$ cat src/rtl/mips_pkg.sv
// Shared types and constants for the iterative divider.
package mips_pkg;

    typedef enum logic [1:0] {
        IDLE,
        DIVZERO,
        CALC,
        DONE
    } div_state_t;

    localparam int          DIV_ITERS     = 32;
    localparam logic [31:0] DIV_ZERO_QUOT = 32'hFFFFFFFF;

    function automatic logic [31:0] neg_if(input logic neg, input logic [31:0] v);
        return neg ? (~v + 32'd1) : v;
    endfunction

endpackage

$ cat src/rtl/div_step.sv
// One restoring-division iteration: shift the remainder/quotient pair left,
// trial-subtract the divisor and shift in the resulting quotient bit.
module div_step #(
    parameter int WIDTH = 32
) (
    input  logic [2*WIDTH-1:0] work_i,
    input  logic [WIDTH-1:0]   divisor_i,
    output logic [2*WIDTH-1:0] work_o
);

    logic [WIDTH:0] partial;
    logic [WIDTH:0] diff;

    always_comb begin
        partial = work_i[2*WIDTH-1:WIDTH-1];
        diff    = partial - {1'b0, divisor_i};
        // Borrow out of the 33-bit difference means partial < divisor.
        if (!diff[WIDTH]) begin
            work_o = {diff[WIDTH-1:0], work_i[WIDTH-2:0], 1'b1};
        end else begin
            work_o = {partial[WIDTH-1:0], work_i[WIDTH-2:0], 1'b0};
        end
    end

endmodule

$ cat src/rtl/div_unit.sv
// Multi-cycle div/divu unit for the Execute stage: 32-cycle restoring divide,
// fast divide-by-zero path, pipeline stall request and annul support.
//   state   | meaning
//   IDLE    | waiting for start; operands latched on acceptance
//   DIVZERO | divisor was zero; result fixed on the next edge
//   CALC    | 32 restoring iterations, one quotient bit per cycle
//   DONE    | result valid, done pulse, pipeline released
module div_unit
    import mips_pkg::*;
#(
    parameter int WIDTH = 32
) (
    input  logic             clk,
    input  logic             resetn,
    input  logic             start,
    input  logic             signed_div,
    input  logic [WIDTH-1:0] opa,
    input  logic [WIDTH-1:0] opb,
    input  logic             annul,
    output logic             stall_req,
    output logic             done,
    output logic [WIDTH-1:0] quotient,
    output logic [WIDTH-1:0] remainder
);

    div_state_t         state_q, state_d;
    logic [5:0]         cnt_q, cnt_d;
    logic [2*WIDTH-1:0] work_q, work_d;
    logic [WIDTH-1:0]   divisor_q, divisor_d;
    logic               q_neg_q, q_neg_d;
    logic               r_neg_q, r_neg_d;
    logic [WIDTH-1:0]   quotient_q, quotient_d;
    logic [WIDTH-1:0]   remainder_q, remainder_d;

    logic [2*WIDTH-1:0] step_work;
    logic               a_neg, b_neg;

    div_step #(.WIDTH(WIDTH)) u_step (
        .work_i    (work_q),
        .divisor_i (divisor_q),
        .work_o    (step_work)
    );

    assign a_neg = signed_div & opa[WIDTH-1];
    assign b_neg = signed_div & opb[WIDTH-1];

    always_comb begin
        state_d     = state_q;
        cnt_d       = cnt_q;
        work_d      = work_q;
        divisor_d   = divisor_q;
        q_neg_d     = q_neg_q;
        r_neg_d     = r_neg_q;
        quotient_d  = quotient_q;
        remainder_d = remainder_q;

        case (state_q)
            IDLE: begin
                if (start && !annul) begin
                    if (opb == '0) begin
                        state_d = DIVZERO;
                        work_d  = {{WIDTH{1'b0}}, opa};
                    end else begin
                        state_d   = CALC;
                        cnt_d     = 6'(DIV_ITERS - 1);
                        work_d    = {{WIDTH{1'b0}}, neg_if(a_neg, opa)};
                        divisor_d = neg_if(b_neg, opb);
                        q_neg_d   = a_neg ^ b_neg;
                        r_neg_d   = a_neg;
                    end
                end
            end
            CALC: begin
                work_d = step_work;
                cnt_d  = cnt_q - 6'd1;
                if (cnt_q == 6'd0) begin
                    state_d     = DONE;
                    quotient_d  = neg_if(q_neg_q, step_work[WIDTH-1:0]);
                    remainder_d = neg_if(r_neg_q, step_work[2*WIDTH-1:WIDTH]);
                end
            end
            DIVZERO: begin
                state_d     = DONE;
                quotient_d  = DIV_ZERO_QUOT;
                remainder_d = work_q[WIDTH-1:0];
            end
            DONE: begin
                state_d = IDLE;
            end
            default: begin
                state_d = IDLE;
            end
        endcase

        // A flushed operation must leave the previous result visible.
        if (annul) begin
            state_d     = IDLE;
            quotient_d  = quotient_q;
            remainder_d = remainder_q;
        end
    end

    always_ff @(posedge clk or negedge resetn) begin
        if (!resetn) begin
            state_q     <= IDLE;
            cnt_q       <= '0;
            work_q      <= '0;
            divisor_q   <= '0;
            q_neg_q     <= 1'b0;
            r_neg_q     <= 1'b0;
            quotient_q  <= '0;
            remainder_q <= '0;
        end else begin
            state_q     <= state_d;
            cnt_q       <= cnt_d;
            work_q      <= work_d;
            divisor_q   <= divisor_d;
            q_neg_q     <= q_neg_d;
            r_neg_q     <= r_neg_d;
            quotient_q  <= quotient_d;
            remainder_q <= remainder_d;
        end
    end

    assign done      = (state_q == DONE);
    assign stall_req = resetn & (((state_q == IDLE) & start & !annul) |
                                 (state_q == CALC) | (state_q == DIVZERO));
    assign quotient  = quotient_q;
    assign remainder = remainder_q;

endmodule

$ cat config.mk
export PLATFORM = sky130hd
export DESIGN_NAME = div_unit
export DESIGN_NICKNAME = d
export VERILOG_FILES = /design/src/rtl/mips_pkg.sv /design/src/rtl/div_step.sv /design/src/rtl/div_unit.sv
export SDC_FILE = /design/constraint.sdc
export NUM_CORES = 1
export LEC_CHECK = 0
export CORE_ASPECT_RATIO = 2
export CORE_UTILIZATION = 58
export DETAILED_ROUTE_END_ITERATION = 10
export GPL_TIMING_DRIVEN = 0
export PLACE_DENSITY = 0.82
export SLEW_MARGIN = 25
export SYNTH_ARGS = -nofsm -noshare
export SYNTH_HDL_FRONTEND = slang
export SYNTH_HIERARCHICAL = 1
export SYNTH_SLANG_ARGS = --single-unit
export TNS_END_PERCENT = 30
$ cat constraint.sdc
create_clock -name clk -period 6.5 [get_ports clk]
set_input_delay 1.95 -clock clk [delete_from_list [all_inputs] [get_ports clk]]
set_output_delay 1.95 -clock clk [all_outputs]
set_load 0.01 [all_outputs]
* Word level (Yosys, flattened, before mapping) *
Cells that the tools add are included.
Widths: inputs -> output; s select.

operators by class
  bitwise operators = 14
  eq/ne operators = 8
  shifts and indexed selects = 0
  magnitude comparators = 0
  div/mod/pow operators = 0
  muxes and demuxes = 20
  reductions and logical operators = 12
  $mul = 0
  add/sub/neg operators = 6

operators with widths
  cell                   number
  $mux 32                7
  $add 32x1->32 const B  4
  $mux 64                2
  $not 32->32            4
  $pmux 32 s2            2
  $pmux 64 s2            1
  $sub 33x32->33         1
  $logic_not 32->1       1
  $mux 6                 2
  $pmux 6 s2             1
  $reduce_and 3->1       3
  $mux 2                 4
  $pmux 2 s4             1
  $logic_not 6->1        1
  $ne 2x2->1 const B     3
  $ne 3x3->1 const B     2
  $sub 6x1->6 const B    1
  $and 1x1->1            5
  $eq 2x2->1 const B     2
  $reduce_and 2->1       2
  $reduce_bool 2->1      2
  $eq 2x1->1 const B     1
  $logic_not 2->1        1
  $not 1->1              2
  other kinds (4)        5

storage, ports and cells
  bits in latches = 0
  ROM bits = 0
  memory bits (writable) = 0
  input bits = 69
  memories kept = 0
  register bits after elaboration = 170

* Longest topological paths before layout *
  word-level depth = 7
  gate-level depth with buffers = 21

* Cells and area by module *
The synthesis kept the hierarchy.

by module, submodules not included
  module    sequential area each (um^2)  cells an instance  area an instance (um^2)  instances
  div_unit  4254.1                       1117               9808.2                   1
  div_step  0.0                          342                2488.6                   1

* Least setup slack after synthesis *
No wires, ideal clock.

  path type = reg-to-reg
  start = register work_q[31]
  end = register remainder_q[31] (netlist: remainder[31])
  required time = 6.373 ns
  slack = 1.749 ns
  arrival = 4.624 ns
  stages on the path, launching flop included = 21
  clock period less this slack = 4.751 ns
  setup time = 0.127 ns
  cell sequence = dfrtp_1 inv_1 ha_1 fa_1 and2b_1 o2111ai_1 a21oi_2 o2111ai_1 a211oi_2 nor2_2 mux2i_1 and2_4 inv_2 buf_6 mux2_4 or4_1 nor3_2 nand3_1 o41ai_1 mux2i_1 nand3_1

on the way
  cells in the longest elaborated chain, start to end = 7

RTL lines
  item                      line             source
  start: declaration        div_unit.sv:28   logic [2*WIDTH-1:0] work_q, work_d;
  start signal: assignment  div_unit.sv:116  work_q <= work_d;
  $sub 33x32->33            div_step.sv:16   diff = partial - {1'b0, divisor_i};
  $mux 64                   div_step.sv:18   if (!diff[WIDTH]) begin
  named net step_work[37]   div_unit.sv:35   logic [2*WIDTH-1:0] step_work;
  $not 32->32               mips_pkg.sv:15   return neg ? (~v + 32'd1) : v;
  $add 32x1->32             mips_pkg.sv:15
  $mux 32                   mips_pkg.sv:15
  $mux 32                   div_unit.sv:76   if (cnt_q == 6'd0) begin
  $pmux 32 s2               div_unit.sv:57   case (state_q)
  end signal: assignment    div_unit.sv:121  remainder_q <= remainder_d;
  end: declaration          div_unit.sv:33   logic [WIDTH-1:0] remainder_q, remainder_d;

The timed path passes the listed nets, and every way through them passes these cells. The select of a mux whose other input is x is not followed.
A chain may end at the register's enable or synchronous reset.

* Worst setup path in the final report *
Same ends and word-level chain as after synthesis.

==> results <==
- The clock-pin slew on the worst setup and hold paths is around 0.06 ns.
- The min-delay analysis places its worst path in the category flip-flop to flip-flop.
- The final setup slack of the worst path is a little under 0.1 ns.
- The placer's final routability congestion estimate is between 0.9 and 1.
- At the worst endpoint, the required time is between 6 and 7 ns.
- The TritonCTS sink count is 170.
- The count of distinct cell types in the synthesized netlist is around 80.
- Clock latency on the worst-skew pair, taken at its later pin, is 0.46 ns.
- The worst setup path is of the flip-flop to flip-flop kind.
- The H-tree was split into 4 levels.
- After synthesis, flip-flops and latches occupy between 30% and 40% of the total area.
- The critical path contains buffers and inverters numbering 3 combined.
- The initial core utilization is between 50 and 60%.
- The proportion of layout cells with a drive suffix above 1 is approximately 7.8%.
- The endpoint kind of the worst setup timing path is a flip-flop.
- The shortest period the worst path allows is about 6.4 ns.
- The detail route stage leaves a number of antenna-violating nets equal to 0.
- The die outline height is 208 µm.
- The CTS tree is yes.
- The peak supply drop is 0.248 mV.
- In this run the biggest area consumer among cell types represents 34.6% of the synthesized area.
- Yosys mapped a number of flops with a built-in enable equal to 0.
- In this run the horizontal extent of the chip is between 100 and 150 µm.
- The worst path uses 98.5% of the clock period.
- The final worst clock skew is between 0.009 and 0.01 ns.
- The data arrival time at the worst-slack endpoint is a little under 7 ns.
- The setup TNS after final layout is 0 ns.
- The final number of setup-violating endpoints is 0.
- The non-filler instance count after layout is roughly 1900.
- The register share of total power is ~31%.
- The DRC violation count after routing is 0.
- Traced cell by cell, the critical path runs through inv_1 -> ha_1 -> fa_1 -> and2b_1 -> o2111ai_1 -> a21oi_2 -> o2111ai_1 -> a211oi_2 -> nor2_2 -> mux2i_1 -> and2_4 -> inv_2 -> buf_6 -> mux2_4 -> or4_1 -> nor3_1 -> nand3_1 -> o41ai_1 -> mux2i_1 -> nand3_1.
- Global routing consumed, on the met1 layer, between 30 and 40% of the routing resources.
- For the pin with the worst max-slew slack, the measured transition is around 1 ns.
- The worst stage delay on the critical path is between 0.6 and 0.7 ns.
- In this run the tool buffered the top-level ports with 134 buffer cells.
- Using the TritonRoute via totals, the vias-per-cell ratio works out to slightly above 6.
- Setup repair after global routing left no endpoint under its margin.
- The slowest stage of the critical path belongs to the cell nor3_1.
- The max-cap check violation count is 0.
- The total number of vias is approximately 12000.
- After technology mapping, the gate count stands at 1459.
- Summed over all nets, the half-perimeter wirelength after detailed placement is 29800 µm.
- After routing the design area is approximately 0.015 mm².
- The number of nets in the finished design is around 1700.
- The die area is roughly 0.022 mm².
- The relative max-transition margin is 32.0%.
- For this design the ratio of total power to cell area is between 300 and 400 mW/mm².
- The net count of the mapped netlist is 1572.
- The cell-internal power is 3.21 mW.
- The number of inserted filler cells in the final layout is 1693.
- The total count of max-transition violations in the final report is 0.
- Along the worst path, the maximum fanout reaches 10.
- The total wirelength of the detailed-routed design is ~38000 µm.
- The multi-input combinational cell area is between 0.007 and 0.008 mm².
- The first-pass GRT wire length is roughly 60000 µm.
- The number of antenna diodes in the final layout is 0.
- The layout overhead on the synthesized area is 18.9%.
- In this run the power spent charging and discharging nets is roughly 2.3 mW.
- The clock network burns 19.9% of the power.
- Leaving out fill and tap cells, the most frequent cells in the layout are dfrtp_1, a21oi_1, nand2_1, nor2_1, clkdlybuf4s50_1.
- The top-level port count is ~140.
- Entering global routing, the biggest net connects 90 pins.
- After global routing the overflow that remains totals 0.
- Summing all placed instances gives a cell area of ~0.014 mm².
- Counting flops with an async set or reset pin after synthesis yields a share of 100%.
- The final-report hold violation count is 0.
- Averaged over all synthesized cells, the footprint is around 8.4 µm².
- The number of hold buffers added after CTS was 0.
- Dividing the detail-routed wire length by the instance count gives just over 20 µm.
- After clock tree synthesis, the repair step resized 0 gates.
- The first detailed-routing pass ran for 5 iterations.
- The leakage component of the power is around 6.4 nW.
- The post-placement cell count is between 1500 and 2000.
- The worst setup slack before clock tree synthesis is about 0.37 ns.
- Static timing analysis puts the maximum clock frequency at approximately 160 MHz.
- Buffers inserted during clock tree synthesis total 17.
- The critical path startpoint category is a flip-flop.
- The met2 capacity usage during global routing is roughly two thirds.
- After global routing, the most crowded layer is met2.
- dfrtp_1 takes more of the synthesized area than any other cell.
- The count of warnings emitted by yosys is 6.
- Grouping stages by cell kind, the critical path spends the most delay in simple AND/OR/NAND/NOR gates.
- By area the synthesized netlist is led by dfrtp_1, a21oi_1, xnor2_1.
- The clock passes through at most 2 buffers.
- The most common cell after layout, fill and taps aside is dfrtp_1.
- After synthesis the cells add up to 0.0123 mm².
- The detailed router finished its first iteration with slightly above 700 violations.
- The run finished with clean final reports.
- The overall track demand over capacity in global routing is ~36%.
- Synthesis inferred 170 register bits.
- The number of antenna violations at the first check in global routing is 0.
- The storage element area is 0.00425 mm².
- The row count is 75.
- The clock root buffer is clkbuf_16.
- In this run the standard cell core region covers roughly 0.021 mm².
- Of the total power, combinational logic draws approximately half.
- For met3 alone, demand over resource in global routing was ~5.6%.
- The number of global-route vias before repair was between 10000 and 15000.
- The number of post-CTS setup repair buffers is 0.
- The primary flip-flop cell chosen by synthesis mapping is dfrtp_1.
- Net switching is just over 40% of the power.
==> cells in the mapped netlist (25+ instances only) <==
| cell type | number |
|---|---|
| dfrtp_1 | 170 |
| a21oi_1 | 148 |
| nand2_1 | 142 |
| nor2_1 | 142 |
| o21ai_0 | 75 |
| xnor2_1 | 72 |
| xor2_1 | 71 |
| clkbuf_1 | 64 |
| inv_1 | 60 |
| nand3_1 | 56 |
| ha_1 | 43 |
| buf_4 | 32 |
| o22ai_1 | 30 |
| mux2i_1 | 25 |
| nor3_1 | 25 |
==> per-stage QoR <==
stage | hold WS (ns) | utilization [%] | power [mW]
2_1_floorplan | 0.460 | - | 3.41
3_3_place_gp | 0.451 | 66.8 | 4.27
3_5_place_dp | 0.462 | 66.9 | 4.35
4_1_cts | 0.475 | 69.9 | 5.45
5_1_grt | 0.492 | 69.9 | 5.81
6_report | 0.467 | 69.9 | 5.49
==> sequential cells by signal, indices dropped and copies added, names as in the netlist <==
register and cells:
cnt_q 6, divisor_q 32, q_neg_q 1, quotient 32, r_neg_q 1, remainder 32, state_q 2, work_q 64
==> area by class of cell <==
cell class | count | share of cell area (%)
clock inverter | 8 | 0.975
buffer | 112 | 4.00
clock buffer | 23 | 3.20
sequential | 170 | 29.1
inverter | 62 | 1.59
timing repair buffer | 135 | 9.39
multi-input combinational | 1115 | 49.5
tap | 269 | 2.30
==> power groups by stage <==
stage	clock network (mW)	logic, mW	registers (mW)
after floorplan	0	1.73	1.68
after global placement	0	2.59	1.67
after detailed placement	0	2.66	1.69
after CTS	1.09	2.69	1.67
after global routing	1.14	2.96	1.72
final	1.09	2.72	1.68
==> per-layer routing <==
metal	wire length, µm	vias up	part of all wire [%]
met5	0	-	0
met4	2950	0	7.7
met3	1880	187	4.9
met2	20800	497	55
met1	12400	5577	33
li1	-	5449	-
==> worst reg2reg max path: stages, from the launching register on <==
cell and delay (ns):
dfrtp_1 0.51, inv_1 0.09, ha_1 0.24, fa_1 0.41
and2b_1 0.23, o2111ai_1 0.17, a21oi_2 0.27, o2111ai_1 0.33
a211oi_2 0.34, nor2_2 0.12, mux2i_1 0.29, and2_4 0.22
inv_2 0.10, buf_6 0.19, mux2_4 0.36, or4_1 0.51
nor3_1 0.69, nand3_1 0.19, o41ai_1 0.58, mux2i_1 0.35
nand3_1 0.10
==> cells by family (layout without fill, tap and decap cells) <==
logic type	count (synthesis)	count (layout)	share of synthesized area (%)
xor gates and xnor gates	143	143	10.2
muxes	47	47	4.63
adders and majority gates	44	44	4.54
buffers and inverters	174	340	6.64
DFF	170	170	34.6
AOI/OAI and AO/OA	393	393	20.3
and+or+nand+nor	488	488	19.1
==> path summary, 6_finish.rpt <==
check,slack (ns),depth (start not counted),from,end
hold reg to reg,0.47,2,quotient[4]$_DFFE_PN0P_,quotient[4]$_DFFE_PN0P_
min in group asynchronous,1.48,1,resetn,quotient[28]$_DFFE_PN0P_
setup reg to reg,0.1,20,work_q[31]$_DFFE_PN0P_,remainder[31]$_DFFE_PN0P_
max in group asynchronous,4.15,2,resetn,quotient[4]$_DFFE_PN0P_
hold / removal,0.47,2,quotient[4]$_DFFE_PN0P_,quotient[4]$_DFFE_PN0P_
setup / recovery,0.1,20,work_q[31]$_DFFE_PN0P_,remainder[31]$_DFFE_PN0P_
No activity file was read; power rests on OpenSTA's default activity.
